`config.mk`:
```
export PLATFORM = sky130hd
export DESIGN_NAME = clint_timer
export DESIGN_NICKNAME = d
export VERILOG_FILES = /design/src/rtl/clint_timer.sv
export SDC_FILE = /design/constraint.sdc
export NUM_CORES = 1
export LEC_CHECK = 0
export ABC_CLOCK_PERIOD_IN_PS = 2700
export CORE_ASPECT_RATIO = 1.75
export CORE_UTILIZATION = 30
export CTS_CLUSTER_DIAMETER = 60
export CTS_CLUSTER_SIZE = 14
export DETAILED_ROUTE_END_ITERATION = 16
export GPL_ROUTABILITY_DRIVEN = 1
export REMOVE_ABC_BUFFERS = 1
export SYNTH_ARGS = -nofsm -noshare
export SYNTH_HDL_FRONTEND = slang
export SYNTH_SLANG_ARGS = --single-unit
```
`constraint.sdc`:
```
create_clock -name clk -period 2.7 [get_ports clk]
set_input_delay 0.81 -clock clk [delete_from_list [all_inputs] [get_ports clk]]
set_output_delay 0.81 -clock clk [all_outputs]
set_load 0.01 [all_outputs]
```
`src/rtl/clint_timer.sv`:
```
// clint_timer
//   Machine timer / counter block. Keeps a free-running 64-bit cycle counter,
//   a 64-bit microsecond mtime counter advanced by a prescaler, and a 64-bit
//   mtimecmp register. mtime and mtimecmp are reachable as 32-bit words over a
//   simple request/response port. mtip is the registered mtime >= mtimecmp.
//
// Ports
//   clk, rst_n       clock, asynchronous active-low reset
//   req_valid        register access request
//   req_ready        request can be accepted (high whenever out of reset)
//   req_addr         byte offset: 0x0/0x4 mtime lo/hi, 0x8/0xC mtimecmp lo/hi
//   req_wen          1 = write, 0 = read
//   req_wdata        write data
//   resp_valid       one-cycle completion pulse, cycle after acceptance
//   resp_rdata       read data (0 for writes and errors)
//   resp_error       offset not word aligned
//   reg_cycle        free-running cycle count
//   reg_time         current mtime
//   reg_mtimecmp     current mtimecmp
//   mtip             machine timer interrupt pending
module clint_timer #(
  parameter int unsigned FMAX_MHz       = 27,
  parameter logic [63:0] MTIMECMP_RESET = 64'hFFFF_FFFF_FFFF_FFFF
) (
  input  logic        clk,
  input  logic        rst_n,
  input  logic        req_valid,
  output logic        req_ready,
  input  logic [3:0]  req_addr,
  input  logic        req_wen,
  input  logic [31:0] req_wdata,
  output logic        resp_valid,
  output logic [31:0] resp_rdata,
  output logic        resp_error,
  output logic [63:0] reg_cycle,
  output logic [63:0] reg_time,
  output logic [63:0] reg_mtimecmp,
  output logic        mtip
);

  localparam logic [9:0] PRESCALE_MAX = 10'(FMAX_MHz - 1);

  logic [9:0]  prescaler;
  logic [9:0]  prescaler_next;
  logic        tick;
  logic        accept;
  logic        addr_error;
  logic        wr_time_lo;
  logic        wr_time_hi;
  logic        wr_cmp_lo;
  logic        wr_cmp_hi;
  logic [63:0] time_next;
  logic [63:0] cmp_next;
  logic [31:0] read_value;

  // Ready is simply "not in reset"; the block never back-pressures.
  assign req_ready = rst_n;

  // Request decode. Any misaligned offset is an error and changes no state.
  always_comb begin
    accept     = req_valid && req_ready;
    addr_error = (req_addr[1:0] != 2'b00);
    wr_time_lo = accept && req_wen && !addr_error && (req_addr[3:2] == 2'd0);
    wr_time_hi = accept && req_wen && !addr_error && (req_addr[3:2] == 2'd1);
    wr_cmp_lo  = accept && req_wen && !addr_error && (req_addr[3:2] == 2'd2);
    wr_cmp_hi  = accept && req_wen && !addr_error && (req_addr[3:2] == 2'd3);
  end

  // mtime next value. A half write wins over a tick on the same cycle and the
  // untouched half keeps its pre-tick value, so no carry leaks across. Any
  // mtime write restarts the prescaler so the next tick is a full period away.
  always_comb begin
    tick           = (prescaler == PRESCALE_MAX);
    prescaler_next = tick ? 10'd0 : prescaler + 10'd1;
    time_next      = reg_time + {63'd0, tick};
    if (wr_time_lo) begin
      time_next      = {reg_time[63:32], req_wdata};
      prescaler_next = 10'd0;
    end
    if (wr_time_hi) begin
      time_next      = {req_wdata, reg_time[31:0]};
      prescaler_next = 10'd0;
    end
  end

  // mtimecmp half writes leave the other half alone.
  always_comb begin
    cmp_next = reg_mtimecmp;
    if (wr_cmp_lo) cmp_next[31:0]  = req_wdata;
    if (wr_cmp_hi) cmp_next[63:32] = req_wdata;
  end

  // Read mux samples the registers as they stand before this edge's update.
  always_comb begin
    read_value = 32'd0;
    case (req_addr[3:2])
      2'd0:    read_value = reg_time[31:0];
      2'd1:    read_value = reg_time[63:32];
      2'd2:    read_value = reg_mtimecmp[31:0];
      default: read_value = reg_mtimecmp[63:32];
    endcase
  end

  // Counters and registers. mtip compares the registered values, so it
  // follows any tick or write one cycle after the new value is visible.
  always_ff @(posedge clk or negedge rst_n) begin
    if (!rst_n) begin
      reg_cycle    <= 64'd0;
      reg_time     <= 64'd0;
      prescaler    <= 10'd0;
      reg_mtimecmp <= MTIMECMP_RESET;
      mtip         <= 1'b0;
    end else begin
      reg_cycle    <= reg_cycle + 64'd1;
      reg_time     <= time_next;
      prescaler    <= prescaler_next;
      reg_mtimecmp <= cmp_next;
      mtip         <= (reg_time >= reg_mtimecmp);
    end
  end

  // Response path: one pulse per accepted request; reset drops anything pending.
  always_ff @(posedge clk or negedge rst_n) begin
    if (!rst_n) begin
      resp_valid <= 1'b0;
      resp_rdata <= 32'd0;
      resp_error <= 1'b0;
    end else begin
      resp_valid <= accept;
      if (accept) begin
        resp_error <= addr_error;
        resp_rdata <= (req_wen || addr_error) ? 32'd0 : read_value;
      end
    end
  end

endmodule

```
==> results.json <==
{
  "cts_tree": "done",
  "vias_per_cell": 5.33,
  "avgSynthCellArea_um2": 10.6,
  "worst_slack_ns": 0.00339,
  "die_h_um": 280,
  "cts_sinks": 237,
  "dpl.hpwl_mm": 38.2,
  "p_sw_mw": 3.61,
  "setup_viol": 0,
  "period_share_pct": 99.9,
  "fin_cells": 2236,
  "status": "completed",
  "swShare_pct": 32.4,
  "r2r_slack_ns": 0.003,
  "drive_gt1_share_pct": 25.9,
  "start_kind": "flop",
  "clock_skew_ns": 0.0145,
  "grt.overflow.total": 0,
  "grt.total_usage_pct": 22.0,
  "slew_headroom_pct": 39.1,
  "grt_max_degree": 136,
  "seqPwrFrac_pct": 40.5,
  "worstMarginPinSlew_ns": 0.913,
  "wire_per_inst_um": 22.3,
  "reg2reg_depth": 15,
  "drt-initial-drc-count": 702,
  "ys.flop_type": "dfrtp_1",
  "peakVddDrop_uv": 449,
  "grt_pass1_vias": 12369,
  "tns_ns": 0,
  "intPower_mw": 7.53,
  "power_density_nw_per_um2": 594,
  "vias": 11922,
  "ys_types": 67,
  "crit_type": "reg2reg",
  "synth_seq_cells": 237,
  "start_util_pct": 30.5,
  "pwr-share-comb_pct": 29.2,
  "clk_pin_slew_ns": 0.07,
  "fin_crit_ns": 2.70,
  "cts_root_buffer": "clkbuf_16",
  "antenna_found_initial": 2,
  "synthCells": 1249,
  "grt_first_pass_wirelength_mm": 75.3,
  "rsz0062_at_grt": "yes",
  "worstPathArrival_ns": 3.10,
  "synth-edff-count": 0,
  "core_um2": 43500,
  "ant_nets": 0,
  "die_x_um": 161,
  "drt_wl_total_mm": 50.0,
  "placement.io_buffers": 267,
  "clock_power_share_pct": 30.3,
  "dieArea_um2": 45000,
  "synth.most_common_cell": "dfrtp_1",
  "reg2reg_from": "prescaler[0]$_DFF_PN0_",
  "fmax_ghz": 0.371,
  "synthToLayoutAreaGrowth_pct": 41.8,
  "first_pass_iters": 5,
  "endpoint_kind": "flop",
  "cp_max_fo": 4,
  "slew_violations": 0,
  "yosysTopAreaCell": "dfrtp_1",
  "crit_required_ns": 3.10,
  "synth_area_leaders": "dfrtp_1 (33%), dfstp_2 (13%), ha_1 (6.6%)",
  "h-tree-depth": 1,
  "place.gp.congestion": 0.906,
  "pre_cts_ws_ns": -0.265,
  "numPlacedInstances": 2181,
  "ioPinCount": 268,
  "hold_viol": 0,
  "clkLatencyLatePin_ns": 0.55,
  "ys_warn_count": 0,
  "yosysSeqAreaShare_pct": 45.4,
  "synth_area_um2": 13200,
  "cts.path.max_buffers": 3,
  "fillers": 4239,
  "drc": 0,
  "synthArstFlopShare_pct": 100,
  "power.leakage_nw": 7.74,
  "max_cap_violations": 0,
  "synth_common_cells": "dfrtp_1 (173), nor2_1 (94), nand2_1 (89), inv_1 (79)",
  "num-nets-final": 1761,
  "synth_top_area_share_pct": 32.7,
  "utilization_pct": 43.2,
  "fin_total_pwr_mw": 11.1,
  "reg2reg_to": "reg_time[59]$_DFFE_PN0P_",
  "cts_buffers": 24,
  "rows": 101,
  "hold_class": "in2async"
}
==> cell usage in the layout, fill, tap and decap left out, types with 16 or more instances in the layout <==
cell,Yosys,layout
clkdlybuf4s50_1,0,264
a22o_1,33,33
a21oi_1,62,59
nor3_1,27,24
nand3_1,70,60
inv_1,79,79
buf_4,2,149
xnor2_1,53,53
clkbuf_16,0,25
nand2_1,89,87
dfrtp_1,173,173
and3_1,16,16
o21ai_0,23,22
ha_1,70,66
nor2_1,94,88
mux2_2,64,64
dfstp_2,64,64
mux4_2,32,32
xor2_1,17,17
nand4_1,54,54
==> cells by family after synthesis <==
logic type	share of synthesized area [%]
buffers and inverters	3.95
xor gates and xnor gates	4.63
AOI/OAI and AO/OA	11.7
and+or+nand+nor	16.6
DFF	45.4
muxes	11.1
adders and majority gates	6.62
==> sequential cells by signal (all words and copies together) (netlist names) <==
register      flops
mtip              1
resp_valid        1
prescaler        10
reg_cycle        64
resp_error        1
reg_mtimecmp     64
resp_rdata       32
reg_time         64
==> cell type report <==
cell class	instances	area, µm²	area share (%)
clock buffers	34	659	3.51
clock inverters	9	100	0.533
multi-input cells	878	6980	37.2
well taps	566	708	3.77
flip-flops and latches	237	6010	32.0
repair buffers	431	4010	21.4
diodes	2	5.00	0.0267
inverters	79	297	1.58
==> power groups by stage <==
stage | clock (mW) | sequential, mW | combinational [mW]
final | 3.38 | 4.51 | 3.25
after global routing | 3.60 | 4.57 | 3.55
after CTS | 3.46 | 4.51 | 3.23
after detailed placement | 0 | 4.57 | 3.21
after global placement | 0 | 4.56 | 3.15
after floorplan | 0 | 4.67 | 1.23
==> critical path, stage by stage, from the launching register on <==
cell and delay (ns):
dfrtp_1 0.38, inv_1 0.07, ha_2 0.16, nand4b_1 0.11, nor4_2 0.16, buf_4 0.18, buf_6 0.09, ha_4 0.12
nand3_4 0.07, nor4_4 0.13, buf_4 0.16, buf_6 0.12, nand3_4 0.10, or3_4 0.42, o211ai_1 0.17, o311ai_1 0.12
==> timing repair <==
item	4_1_cts	5_1_grt
buffers inserted	4	6
resized for setup	15	50
setup endpoints to repair	26	34
hold buffers	0	0
pin swaps	0	11
endpoints found under the hold margin	0	0
==> stage by stage <==
| step | instance area, µm² | hold WS (ns) |
|---|---|---|
| 2_1_floorplan | 13000 | 0.454 |
| 3_3_place_gp | 17600 | 0.462 |
| 3_5_place_dp | 17600 | 0.464 |
| 4_1_cts | 18500 | 0.391 |
| 5_1_grt | 18800 | 0.406 |
| 6_report | 18800 | 0.385 |
==> worst max-delay path by stage <==
stage	from	end	slack, ns	cells past startpoint
2_1_floorplan	rst_n	reg_time[63]$_DFFE_PN0P_	-0.85	5
6_report	prescaler[0]$_DFF_PN0_	reg_time[59]$_DFFE_PN0P_	0.003	15
4_1_cts	prescaler[0]$_DFF_PN0_	reg_time[53]$_DFFE_PN0P_	-0.04	13
3_3_place_gp	prescaler[0]$_DFF_PN0_	reg_time[47]$_DFFE_PN0P_	-0.27	15
3_5_place_dp	prescaler[0]$_DFF_PN0_	reg_time[47]$_DFFE_PN0P_	-0.27	15
5_1_grt	prescaler[0]$_DFF_PN0_	reg_time[59]$_DFFE_PN0P_	-0.17	15
==> routing by layer <==
layer | GRT usage, % | up-vias | wire length [µm]
li1 | - | 5416 | -
met1 | 23.5 | 6036 | 18600
met2 | 42.4 | 362 | 27200
met3 | 2.65 | 108 | 2020
met4 | 9.82 | 0 | 2150
met5 | 0 | - | 0
Power figures use the tool's default switching activity.
